--- config.mk ---
export PLATFORM = sky130hd
export DESIGN_NAME = tx_transmit_ctrl_flat
export DESIGN_NICKNAME = d
export VERILOG_FILES = /design/src/rtl/tx_pkg.sv /design/src/rtl/tx_transmit_ctrl_if.sv /design/src/rtl/tx_msg_buffer.sv /design/src/rtl/tx_transmit_ctrl.sv /design/src/flat_wrapper.sv
export SDC_FILE = /design/constraint.sdc
export NUM_CORES = 1
export LEC_CHECK = 0
export ABC_AREA = 1
export CELL_PAD_IN_SITES_DETAIL_PLACEMENT = 0
export CELL_PAD_IN_SITES_GLOBAL_PLACEMENT = 1
export CORE_ASPECT_RATIO = 1.1
export CORE_MARGIN = 2
export CORE_UTILIZATION = 53
export DETAILED_ROUTE_END_ITERATION = 16
export PLACE_DENSITY_LB_ADDON = 0.1
export SLEW_MARGIN = 20
export SYNTH_ARGS = -nofsm -noshare
export SYNTH_HDL_FRONTEND = slang
export SYNTH_SLANG_ARGS = --single-unit
export TNS_END_PERCENT = 20
--- constraint.sdc ---
create_clock -name CLK -period 6.7 [get_ports CLK]
set_clock_uncertainty 0.1 [all_clocks]
set_input_delay 1.675 -clock CLK [delete_from_list [all_inputs] [get_ports CLK]]
set_output_delay 1.675 -clock CLK [all_outputs]
set_load 0.005 [all_outputs]
--- src/rtl/tx_pkg.sv ---
// Register map, FSM state type and R_TRANSMIT field positions for the TX transmit controller.
package tx_pkg;

   localparam logic [15:0] R_TRANSMIT    = 16'h0050;
   localparam logic [15:0] R_TX_BYTE_CNT = 16'h0051;
   localparam logic [15:0] R_TX_BUF      = 16'h0052;

   localparam int unsigned START_BIT = 0;
   localparam int unsigned RETRY_LSB = 4;
   localparam int unsigned RETRY_MSB = 5;

   typedef enum logic [1:0] {
      IDLE     = 2'd0,
      SEND     = 2'd1,
      WAIT_ACK = 2'd2
   } tx_state_e;

   function automatic logic [1:0] retry_field(input logic [15:0] data);
      return data[RETRY_MSB:RETRY_LSB];
   endfunction

endpackage

--- src/rtl/tx_transmit_ctrl_if.sv ---
// Register-write bus, PHY byte stream, PHY outcome and status signals of tx_transmit_ctrl.
interface tx_transmit_ctrl_if;
   logic        wr_en;
   logic [15:0] wr_addr;
   logic [15:0] wr_data;
   logic [7:0]  tx_byte;
   logic        tx_valid;
   logic        tx_last;
   logic        tx_ready;
   logic        phy_ack;
   logic        phy_fail;
   logic        busy;
   logic        tx_success;
   logic        tx_failed;
   logic        tx_discarded;
   logic        buf_ovf;

   modport slave (
      input  wr_en, wr_addr, wr_data, tx_ready, phy_ack, phy_fail,
      output tx_byte, tx_valid, tx_last, busy, tx_success, tx_failed, tx_discarded, buf_ovf
   );

   modport master (
      output wr_en, wr_addr, wr_data, tx_ready, phy_ack, phy_fail,
      input  tx_byte, tx_valid, tx_last, busy, tx_success, tx_failed, tx_discarded, buf_ovf
   );
endinterface

--- src/rtl/tx_msg_buffer.sv ---
// DEPTH x 8 transmit message store: append-only write pointer, sticky overflow flag,
// combinational read port addressed by the controller's read pointer.
module tx_msg_buffer
   import tx_pkg::*;
#(
   parameter int unsigned DEPTH = 32,
   parameter int unsigned CNT_W = 6
) (
   input  logic             CLK,
   input  logic             Reset,
   input  logic             wr,
   input  logic [7:0]       wdata,
   input  logic             clear,
   input  logic [CNT_W-1:0] rptr,
   output logic [7:0]       rdata,
   output logic             ovf
);
   localparam int unsigned AW = $clog2(DEPTH);

   logic [7:0]       mem [DEPTH];
   logic [CNT_W-1:0] wptr;
   logic             full;
   logic             unused_rptr_hi;

   assign full = (wptr == CNT_W'(DEPTH));

   always_ff @(posedge CLK or posedge Reset) begin
      if (Reset) begin
         wptr <= '0;
         ovf  <= 1'b0;
      end else if (clear) begin
         wptr <= '0;
         ovf  <= 1'b0;
      end else if (wr) begin
         if (full) ovf  <= 1'b1;
         else      wptr <= wptr + CNT_W'(1);
      end
   end

   // Contents survive clear and reset; only the pointer is rewound.
   always_ff @(posedge CLK) begin
      if (wr && !full) mem[wptr[AW-1:0]] <= wdata;
   end

   assign rdata          = mem[rptr[AW-1:0]];
   assign unused_rptr_hi = ^rptr[CNT_W-1:AW];
endmodule

--- src/rtl/tx_transmit_ctrl.sv ---
// Register-driven message transmitter with retry on PHY failure.
// Optional acknowledge watchdog enabled by macro TX_TIMEOUT_EN.
module tx_transmit_ctrl
   import tx_pkg::*;
#(
   parameter int unsigned DEPTH          = 32,
   parameter int unsigned CNT_W          = 6,
   parameter int unsigned TIMEOUT_CYCLES = 1000
) (
   input logic               CLK,
   input logic               Reset,
   tx_transmit_ctrl_if.slave bus
);
   tx_state_e        state_q, state_d;
   logic [CNT_W-1:0] byte_cnt_q, rptr_q, rptr_d, cnt_req;
   logic [1:0]       retry_q, retry_d;
   logic             success_d, failed_d, discarded_d, buf_clear;
   logic             success_q, failed_q, discarded_q;
   logic [7:0]       rd_byte;
   logic             ovf, idle, xmit_wr, buf_wr, cnt_wr, last_beat, timeout_hit, fail_evt;
   logic             unused_wr_hi;

   assign idle         = (state_q == IDLE);
   assign xmit_wr      = bus.wr_en && (bus.wr_addr == R_TRANSMIT);
   assign buf_wr       = idle && bus.wr_en && (bus.wr_addr == R_TX_BUF);
   assign cnt_wr       = idle && bus.wr_en && (bus.wr_addr == R_TX_BYTE_CNT);
   assign cnt_req      = bus.wr_data[CNT_W-1:0];
   assign last_beat    = (rptr_q == byte_cnt_q - CNT_W'(1));
   assign fail_evt     = bus.phy_fail || timeout_hit;
   assign unused_wr_hi = ^bus.wr_data[15:8];

   tx_msg_buffer #(
      .DEPTH (DEPTH),
      .CNT_W (CNT_W)
   ) u_buf (
      .CLK   (CLK),
      .Reset (Reset),
      .wr    (buf_wr),
      .wdata (bus.wr_data[7:0]),
      .clear (buf_clear),
      .rptr  (rptr_q),
      .rdata (rd_byte),
      .ovf   (ovf)
   );

`ifdef TX_TIMEOUT_EN
   localparam int unsigned TW = $clog2(TIMEOUT_CYCLES + 1);
   logic [TW-1:0] wait_cnt;

   // Leaving WAIT_ACK (including a retry) rewinds the watchdog for the next entry.
   always_ff @(posedge CLK or posedge Reset) begin
      if (Reset)                    wait_cnt <= '0;
      else if (state_q != WAIT_ACK) wait_cnt <= '0;
      else if (!timeout_hit)        wait_cnt <= wait_cnt + TW'(1);
   end

   assign timeout_hit = (state_q == WAIT_ACK) && (wait_cnt == TW'(TIMEOUT_CYCLES - 1));
`else
   localparam int unsigned unused_timeout = TIMEOUT_CYCLES;
   assign timeout_hit = 1'b0;
`endif

   always_ff @(posedge CLK or posedge Reset) begin
      if (Reset) byte_cnt_q <= '0;
      else if (cnt_wr) byte_cnt_q <= (cnt_req > CNT_W'(DEPTH)) ? CNT_W'(DEPTH) : cnt_req;
   end

   always_ff @(posedge CLK or posedge Reset) begin
      if (Reset) begin
         state_q     <= IDLE;
         rptr_q      <= '0;
         retry_q     <= '0;
         success_q   <= 1'b0;
         failed_q    <= 1'b0;
         discarded_q <= 1'b0;
      end else begin
         state_q     <= state_d;
         rptr_q      <= rptr_d;
         retry_q     <= retry_d;
         success_q   <= success_d;
         failed_q    <= failed_d;
         discarded_q <= discarded_d;
      end
   end

   always_comb begin
      state_d     = state_q;
      rptr_d      = rptr_q;
      retry_d     = retry_q;
      success_d   = 1'b0;
      failed_d    = 1'b0;
      discarded_d = 1'b0;
      buf_clear   = 1'b0;
      case (state_q)
         IDLE: begin
            if (xmit_wr && bus.wr_data[START_BIT]) begin
               if (byte_cnt_q != '0) begin
                  retry_d = retry_field(bus.wr_data);
                  rptr_d  = '0;
                  state_d = SEND;
               end else begin
                  failed_d = 1'b1;
               end
            end
         end
         SEND: begin
            if (bus.tx_ready) begin
               rptr_d = rptr_q + CNT_W'(1);
               if (last_beat) state_d = WAIT_ACK;
            end
         end
         WAIT_ACK: begin
            if (bus.phy_ack) begin
               success_d = 1'b1;
               buf_clear = 1'b1;
               state_d   = IDLE;
            end else if (fail_evt) begin
               if (retry_q != 2'd0) begin
                  retry_d = retry_q - 2'd1;
                  rptr_d  = '0;
                  state_d = SEND;
               end else begin
                  failed_d = 1'b1;
                  state_d  = IDLE;
               end
            end
         end
         default: state_d = IDLE;
      endcase
      if (xmit_wr && !idle) discarded_d = 1'b1;
   end

   assign bus.tx_valid     = (state_q == SEND);
   assign bus.tx_last      = bus.tx_valid && last_beat;
   assign bus.tx_byte      = bus.tx_valid ? rd_byte : 8'h00;
   assign bus.busy         = !idle;
   assign bus.tx_success   = success_q;
   assign bus.tx_failed    = failed_q;
   assign bus.tx_discarded = discarded_q;
   assign bus.buf_ovf      = ovf;
endmodule

--- src/flat_wrapper.sv ---
// flat-port wrapper written by rule: the top's interface ports become plain ports
module tx_transmit_ctrl_flat import tx_pkg::*;
#(
   parameter int unsigned DEPTH          = 32,
   parameter int unsigned CNT_W          = 6,
   parameter int unsigned TIMEOUT_CYCLES = 1000
)
  (CLK, Reset, bus_wr_en, bus_wr_addr, bus_wr_data, bus_tx_ready, bus_phy_ack, bus_phy_fail, bus_tx_byte, bus_tx_valid, bus_tx_last, bus_busy, bus_tx_success, bus_tx_failed, bus_tx_discarded, bus_buf_ovf);
  tx_transmit_ctrl_if bus_i ();
  input logic CLK;
  input logic Reset;
  input wire logic [$bits(bus_i.wr_en)-1:0] bus_wr_en;
  input wire logic [$bits(bus_i.wr_addr)-1:0] bus_wr_addr;
  input wire logic [$bits(bus_i.wr_data)-1:0] bus_wr_data;
  input wire logic [$bits(bus_i.tx_ready)-1:0] bus_tx_ready;
  input wire logic [$bits(bus_i.phy_ack)-1:0] bus_phy_ack;
  input wire logic [$bits(bus_i.phy_fail)-1:0] bus_phy_fail;
  output wire logic [$bits(bus_i.tx_byte)-1:0] bus_tx_byte;
  output wire logic [$bits(bus_i.tx_valid)-1:0] bus_tx_valid;
  output wire logic [$bits(bus_i.tx_last)-1:0] bus_tx_last;
  output wire logic [$bits(bus_i.busy)-1:0] bus_busy;
  output wire logic [$bits(bus_i.tx_success)-1:0] bus_tx_success;
  output wire logic [$bits(bus_i.tx_failed)-1:0] bus_tx_failed;
  output wire logic [$bits(bus_i.tx_discarded)-1:0] bus_tx_discarded;
  output wire logic [$bits(bus_i.buf_ovf)-1:0] bus_buf_ovf;
  assign bus_i.wr_en = bus_wr_en;
  assign bus_i.wr_addr = bus_wr_addr;
  assign bus_i.wr_data = bus_wr_data;
  assign bus_i.tx_ready = bus_tx_ready;
  assign bus_i.phy_ack = bus_phy_ack;
  assign bus_i.phy_fail = bus_phy_fail;
  assign bus_tx_byte = bus_i.tx_byte;
  assign bus_tx_valid = bus_i.tx_valid;
  assign bus_tx_last = bus_i.tx_last;
  assign bus_busy = bus_i.busy;
  assign bus_tx_success = bus_i.tx_success;
  assign bus_tx_failed = bus_i.tx_failed;
  assign bus_tx_discarded = bus_i.tx_discarded;
  assign bus_buf_ovf = bus_i.buf_ovf;
  tx_transmit_ctrl #(.DEPTH(DEPTH), .CNT_W(CNT_W), .TIMEOUT_CYCLES(TIMEOUT_CYCLES)) u_core (.CLK(CLK), .Reset(Reset), .bus(bus_i));
endmodule
==> metrics.md, run 1 <==
| Metric | Value |
|---|---|
| Share of the synthesized area in the top cell type | `64.3%` |
| Most used cell, CP | `nand2_1` |
| Final Setup Violations | `0` |
| Fraction of layout cells with a size suffix above 1 | `6.79%` |
| Final net count | `1,130` |
| Setup total negative slack | `0 ns` |
| Post-CTS sizing | `0` |
| DP Wirelength | `16.5 mm` |
| Ys flop type | `edfxtp_1` |
| FP Rows | `57` |
| CP top delay family | `buffers and inverters` |
| Critical path launch point type | `register` |
| # hold bufs at CTS | `0` |
| Starting Density | `54.1%` |
| Largest net degree at the start of global routing | `72` |
| Worst-skew pair later-pin latency | `0.54 ns` |
| F_max | `183 MHz` |
| Vias in the first global route | `7,749` |
| Leakage power | `4.71 nW` |
| CP endpoint kind | `output pin` |
| Slowest cell delay on critical path | `0.73 ns` |
| Drt drc | `0` |
| Wirelength per Cell | `20.0 microns` |
| RSZ-0062 raised after global routing | `false` |
| Hold depth | `2` |
| Setup slack, reg-to-reg | `3.93 ns` |
| Slowest cell on the critical path | `inv_2` |
| Number of max-cap violations | `0` |
| Synth cell types | `33` |
| Antenna violations before repair | `0` |
| Yosys reg bits | `282` |
| CP required | `4.93 ns` |
| Hold Path Sink | `u_core.retry_q[1]` |
| Hold Crit Class | `register to register` |
| Period Utilization, post-route | `81.3%` |
| P&R area growth vs syn | `13.5%` |
| Root buffer cell | `clkbuf_16` |
| Top-count cell post-synth | `edfxtp_1` |
| Fill cells | `1,838` |
| Die W | `147 microns` |
| Reg-to-Reg Start | `u_core.state_q[0]` |
| IO Port Bufs | `44` |
| Post-Syn Instances | `1,048` |
| Worst-Margin Slew | `1.01 ns` |
| Vias per std cell | `5.68` |
| Post-synth top cells | `256 x edfxtp_1, 196 x nor2_1, 171 x nand2_1, 126 x o21ai_0, 48 x o22ai_1` |
| Clock transition at path regs | `0.06 ns` |
| Crit path DAT | `3.67 ns` |
| Die ar. | `23,800 sq um` |
| Post-synthesis area per instance | `11.4 sq um` |
| Final ANT Viol Nets | `0` |
| Postcts setup bufs | `0` |
| FFs w/ async S/R, synth | `9.22%` |
| Slew headroom | `32.4%` |
| CTS Buffer Depth | `3` |
| Max FO, Critical Path | `50` |
| Status | `finished, final reports clean` |
| Reg2reg path depth | `7` |
| # H-tree levels | `1` |
| Peak supply drop | `0.223 mV` |
| Power per Cell Area | `363 nW/um^2` |
| CTS buffer count | `28` |
| Post-synth EDFFs | `256` |
| Worst Hold Launch | `u_core.retry_q[1]` |
| Global-route wire length before repair | `43.8 mm` |
| First-pass DRT Iterations | `5` |
| Final wirelength | `28.0 mm` |
| Clock net sink count | `282` |
| CTS tree | `built` |
| GR Overflow Total | `0` |
| CORE AREA | `22,100 sq um` |
| Worst path depth | `11` |
| Final Wtd Congestion | `0.819` |
| Worst reg2reg endpoint | `u_core.u_buf.mem[20][7]` |
| Gr usage total | `24.2%` |
| Top cells by area, synth | `edfxtp_1 64%, nor2_1 6.2%, dfrtp_1 5.4%` |
| Max-slew violation count | `0` |
| CP bufs+invs | `3` |
| I/O Pins | `53` |
| Syn nets | `1,093` |
| Design Power | `4.92 mW` |
| Die Y | `161 microns` |
| Register area share after synthesis | `69.8%` |
| CP Class | `register to output pin` |
| N_diodes | `0` |
| Post-Syn Area | `12,000 sq um` |
| Vias | `7,956` |
| Starting DRT DRC Count | `709` |
| Yosys top cell by area | `edfxtp_1` |
| Min cycle time layout | `5.45 ns` |
| Ys Warns | `0` |
| Final hold vios | `0` |
| Crit path cell chain | `inv_2 > buf_4 > o21ai_0 > o22ai_1 > nand2_1 > nand2_1 > nand2_1 > nand3_1 > nand2_1 > nor2_1 > clkdlybuf4s50_1` |
cells by family (layout without fill, tap and decap cells):
kind of cell	after synthesis	count (layout)	share of synthesized area, %
xor+xnor	6	6	0.440
buf+inv	98	155	3.78
flops	282	282	69.8
fa+ha+maj	7	7	0.733
simple gates	428	428	14.7
compound gates	227	227	10.6
worst min-delay path, delay by kind of cell, from the launching register on:
family,cells,cell delay (ns)
flops,1,0.34
simple gates,1,0.05
compound gates,1,0.06
report_power, final:
part	leakage (nW)	total (mW)	switching [mW]	internal (mW)
Sequential	2.62	2.00	0.0447	1.95
Clock	0.459	1.61	0.637	0.974
Combinational	1.64	1.31	0.886	0.425
worst max-delay path by stage:
stage / startpoint / endpoint / slack (ns)
floorplan: bus_wr_addr[3] / u_core.u_buf.mem[15][0] / 3.22
global placement: u_core.rptr_q[1] / bus_tx_byte[5] / 1.79
detailed placement: u_core.rptr_q[1] / bus_tx_byte[5] / 1.77
CTS: u_core.rptr_q[1] / bus_tx_byte[5] / 1.20
global route: u_core.rptr_q[1] / bus_tx_byte[5] / 0.99
finish: u_core.rptr_q[1] / bus_tx_byte[5] / 1.25
through the flow:
| stage | std cells | hold slack (ns) | util [%] | setup WS [ns] | instance area (sq um) |
|---|---|---|---|---|---|
| 2_1_floorplan | 1048 | 0.353 | - | 3.22 | 12000 |
| 3_3_place_gp | 1350 | 0.372 | 57.1 | 1.79 | 12600 |
| 3_5_place_dp | 1350 | 0.381 | 57.1 | 1.77 | 12600 |
| 4_1_cts | 1400 | 0.396 | 61.3 | 1.20 | 13600 |
| 5_1_grt | 1400 | 0.426 | 61.3 | 0.992 | 13600 |
| 6_report | 1400 | 0.389 | 61.3 | 1.25 | 13600 |
placed cells by master, fill, tap and decap left out, drive strengths merged:
cell type	n
nand3b	1
o22ai	48
buf	18
nor2	205
nand4	6
inv	41
dfrtp	26
nand2	173
bufinv	5
nand3	36
edfxtp	256
clkinv	14
xor2	6
nor3	5
o211ai	16
nor4	2
ha	7
a21oi	11
o31ai	1
o221ai	7
clkbuf	33
clkdlybuf4s50	44
o21ai	144
layout make-up:
cell class,count,area (sq um),area share [%]
clock inverter,17,203,1.49
multi-input combinational,668,3170,23.4
sequential,282,8340,61.5
tap,295,369,2.72
timing repair buffer,62,576,4.24
clock buffer,33,741,5.46
inverter,43,164,1.21
routing by layer:
| layer | wire length [microns] | share of wire [%] | global-route usage (%) |
|---|---|---|---|
| met4 | 607 | 2.2 | 6.38 |
| met3 | 1640 | 5.9 | 3.16 |
| met1 | 12200 | 44 | 34.2 |
| met2 | 13500 | 48 | 40.1 |
| met5 | 0 | 0 | 0 |
state kept, by name, indices dropped and copies added (netlist names):
name	count
u_core.bus.tx_discarded	1
u_core.retry_q	2
u_core.rptr_q	6
u_core.bus.tx_failed	1
u_core.u_buf.wptr	6
u_core.state_q	2
u_core.byte_cnt_q	6
u_core.bus.tx_success	1
u_core.u_buf.ovf	1
u_core.u_buf.mem	256
Power figures use the tool's default switching activity.
==> run 2, diff against run 1 <==
--- a/config.mk
+++ b/config.mk
@@ -10,7 +10,7 @@
 export CELL_PAD_IN_SITES_GLOBAL_PLACEMENT = 1
 export CORE_ASPECT_RATIO = 1.1
 export CORE_MARGIN = 2
-export CORE_UTILIZATION = 53
+export CORE_UTILIZATION = 49
 export DETAILED_ROUTE_END_ITERATION = 16
 export PLACE_DENSITY_LB_ADDON = 0.1
 export SLEW_MARGIN = 20
==> constraint.sdc (replaced) <==
create_clock -name CLK -period 5.05 [get_ports CLK]
set_clock_uncertainty 0.1 [all_clocks]
set_input_delay 1.2625 -clock CLK [delete_from_list [all_inputs] [get_ports CLK]]
set_output_delay 1.2625 -clock CLK [all_outputs]
set_load 0.005 [all_outputs]
==> run 2 against run 1 <==
Worst setup slack got worse by 0.79 ns. Count of clock-buffer cells in the layout rose by 1. First-iteration DRC count fell by 2.7%. Clock power rose by 32%. Flip-flop and latch count did not move. Design area rose by 0.51%. Critical path type unchanged. Highest routed layer unchanged.
==> metrics.md, run 2 (synthesis results as in run 1) <==
| Metric | Value |
|---|---|
| Status | `finished, final reports clean` |
| Power per Cell Area | `481 nW/um^2` |
| P&R area growth vs syn | `14.0%` |
| CP Class | `register to output pin` |
| Vias | `7,859` |
| Leakage power | `4.74 nW` |
| Critical path launch point type | `register` |
| Postcts setup bufs | `0` |
| Max FO, Critical Path | `54` |
| CTS buffer count | `28` |
| Final wirelength | `28.2 mm` |
| Gr usage total | `22.2%` |
| Root buffer cell | `clkbuf_16` |
| Crit path DAT | `3.23 ns` |
| CP endpoint kind | `output pin` |
| F_max | `218 MHz` |
| Final Wtd Congestion | `0.824` |
| Final net count | `1,132` |
| I/O Pins | `53` |
| Largest net degree at the start of global routing | `90` |
| Die ar. | `25,700 sq um` |
| DP Wirelength | `16.8 mm` |
| Starting DRT DRC Count | `690` |
| Peak supply drop | `0.353 mV` |
| Setup total negative slack | `0 ns` |
| N_diodes | `0` |
| Fraction of layout cells with a size suffix above 1 | `7.22%` |
| CTS Buffer Depth | `3` |
| Max reg flops | `256` |
| Clock transition at path regs | `0.06 ns` |
| Final Setup Violations | `0` |
| Worst-skew pair later-pin latency | `0.53 ns` |
| RSZ-0062 raised after global routing | `false` |
| CORE AREA | `23,800 sq um` |
| Hold Crit Class | `register to register` |
| Worst-Margin Slew | `0.923 ns` |
| Slew headroom | `38.1%` |
| Commonest non-fill, non-tap cell in the layout | `edfxtp_1` |
| Die W | `153 microns` |
| Clock net sink count | `282` |
| Drt drc | `0` |
| Final ANT Viol Nets | `0` |
| FP Rows | `59` |
| CP bufs+invs | `2` |
| Vias in the first global route | `7,555` |
| Slowest cell delay on critical path | `0.53 ns` |
| # H-tree levels | `1` |
| Min cycle time layout | `4.59 ns` |
| Worst hold slack | `0.387 ns` |
| Most used cell, CP | `nand2_1` |
| Global-route wire length before repair | `43.8 mm` |
| Design Power | `6.56 mW` |
| GR Overflow Total | `0` |
| Starting Density | `50.1%` |
| IO Port Bufs | `44` |
| Vias per std cell | `5.56` |
| Number of max-cap violations | `0` |
| CTS tree | `built` |
| Max-slew violation count | `0` |
| CP required | `3.69 ns` |
| Final hold vios | `0` |
| Commonest non-fill, non-tap cells in the layout | `256 x edfxtp_1, 196 x nor2_1, 171 x nand2_1` |
| Period Utilization, post-route | `90.9%` |
| Crit path cell chain | `buf_4 > nand2_1 > o221ai_1 > o21ai_1 > nand2_1 > nand2_1 > nor2_1 > nor2_1 > clkdlybuf4s50_1` |
| Post-CTS sizing | `0` |
| CP top delay family | `buffers and inverters` |
| Wirelength per Cell | `20.0 microns` |
| Antenna violations before repair | `0` |
| # hold bufs at CTS | `0` |
| First-pass DRT Iterations | `5` |
| Die Y | `168 microns` |
| Slowest cell on the critical path | `buf_4` |
==> run 2: cell types whose count changed in the layout (fill, tap and decap cells not counted), sizes merged <==
| cell | previous run | this run |
|---|---|---|
| clkdlybuf4s50 | 44 | 42 |
| clkbuf | 33 | 34 |
| inv | 41 | 40 |
| buf | 18 | 22 |
| clkinvlp | 0 | 1 |
==> run 2: worst min-delay path, cell delays in order (launching register included) <==
cell and delay, ns:
dfrtp_1 0.34, nand2_1 0.05, o21ai_0 0.06
==> run 2: cell type report <==
| class | instances | area, sq um |
|---|---|---|
| Sequential cell | 282 | 8340 |
| Multi-Input combinational cell | 668 | 3160 |
| Fill cell | 2045 | 10200 |
| Inverter | 43 | 164 |
| Tap cell | 305 | 382 |
| Timing Repair Buffer | 64 | 631 |
| Clock buffer | 34 | 744 |
| Clock inverter | 17 | 204 |
==> run 2: per-stage QoR <==
stage	instance area (sq um)	utilization (%)	instances	setup WS, ns
after CTS	13600	57.2	1413	0.431
after global routing	13600	57.2	1413	0.272
final	13600	57.2	1413	0.458
after floorplan	12000	-	1048	1.98
after global placement	12700	53.2	1362	1.03
after detailed placement	12700	53.2	1362	1.01
==> run 2: worst paths after layout <==
path                                    from                       to  slack, ns  depth (start not counted)
setup / recovery            u_core.rptr_q[1]           bus_tx_byte[7]       0.46                          9
setup reg to reg           u_core.state_q[0]  u_core.u_buf.mem[30][7]       2.22                          7
hold reg to reg            u_core.retry_q[1]        u_core.retry_q[1]       0.39                          2
hold / removal             u_core.retry_q[1]        u_core.retry_q[1]       0.39                          2
min in group asynchronous              Reset    u_core.bus.tx_success       0.96                          2
max in group asynchronous              Reset         u_core.rptr_q[0]       3.26                          3
==> run 2: report_power, final <==
part | leakage [nW] | internal (mW) | switching, mW
registers | 2.62 | 2.59 | 0.0450
clock network | 0.461 | 1.30 | 0.836
logic | 1.67 | 0.599 | 1.19
total | 4.74 | 4.48 | 2.07
==> run 2: layer usage <==
layer	track usage (%)	part of all wire (%)
met1	32.2	45
met2	37.1	49
met3	2.45	4.7
met4	4.27	1.4
met5	0	0
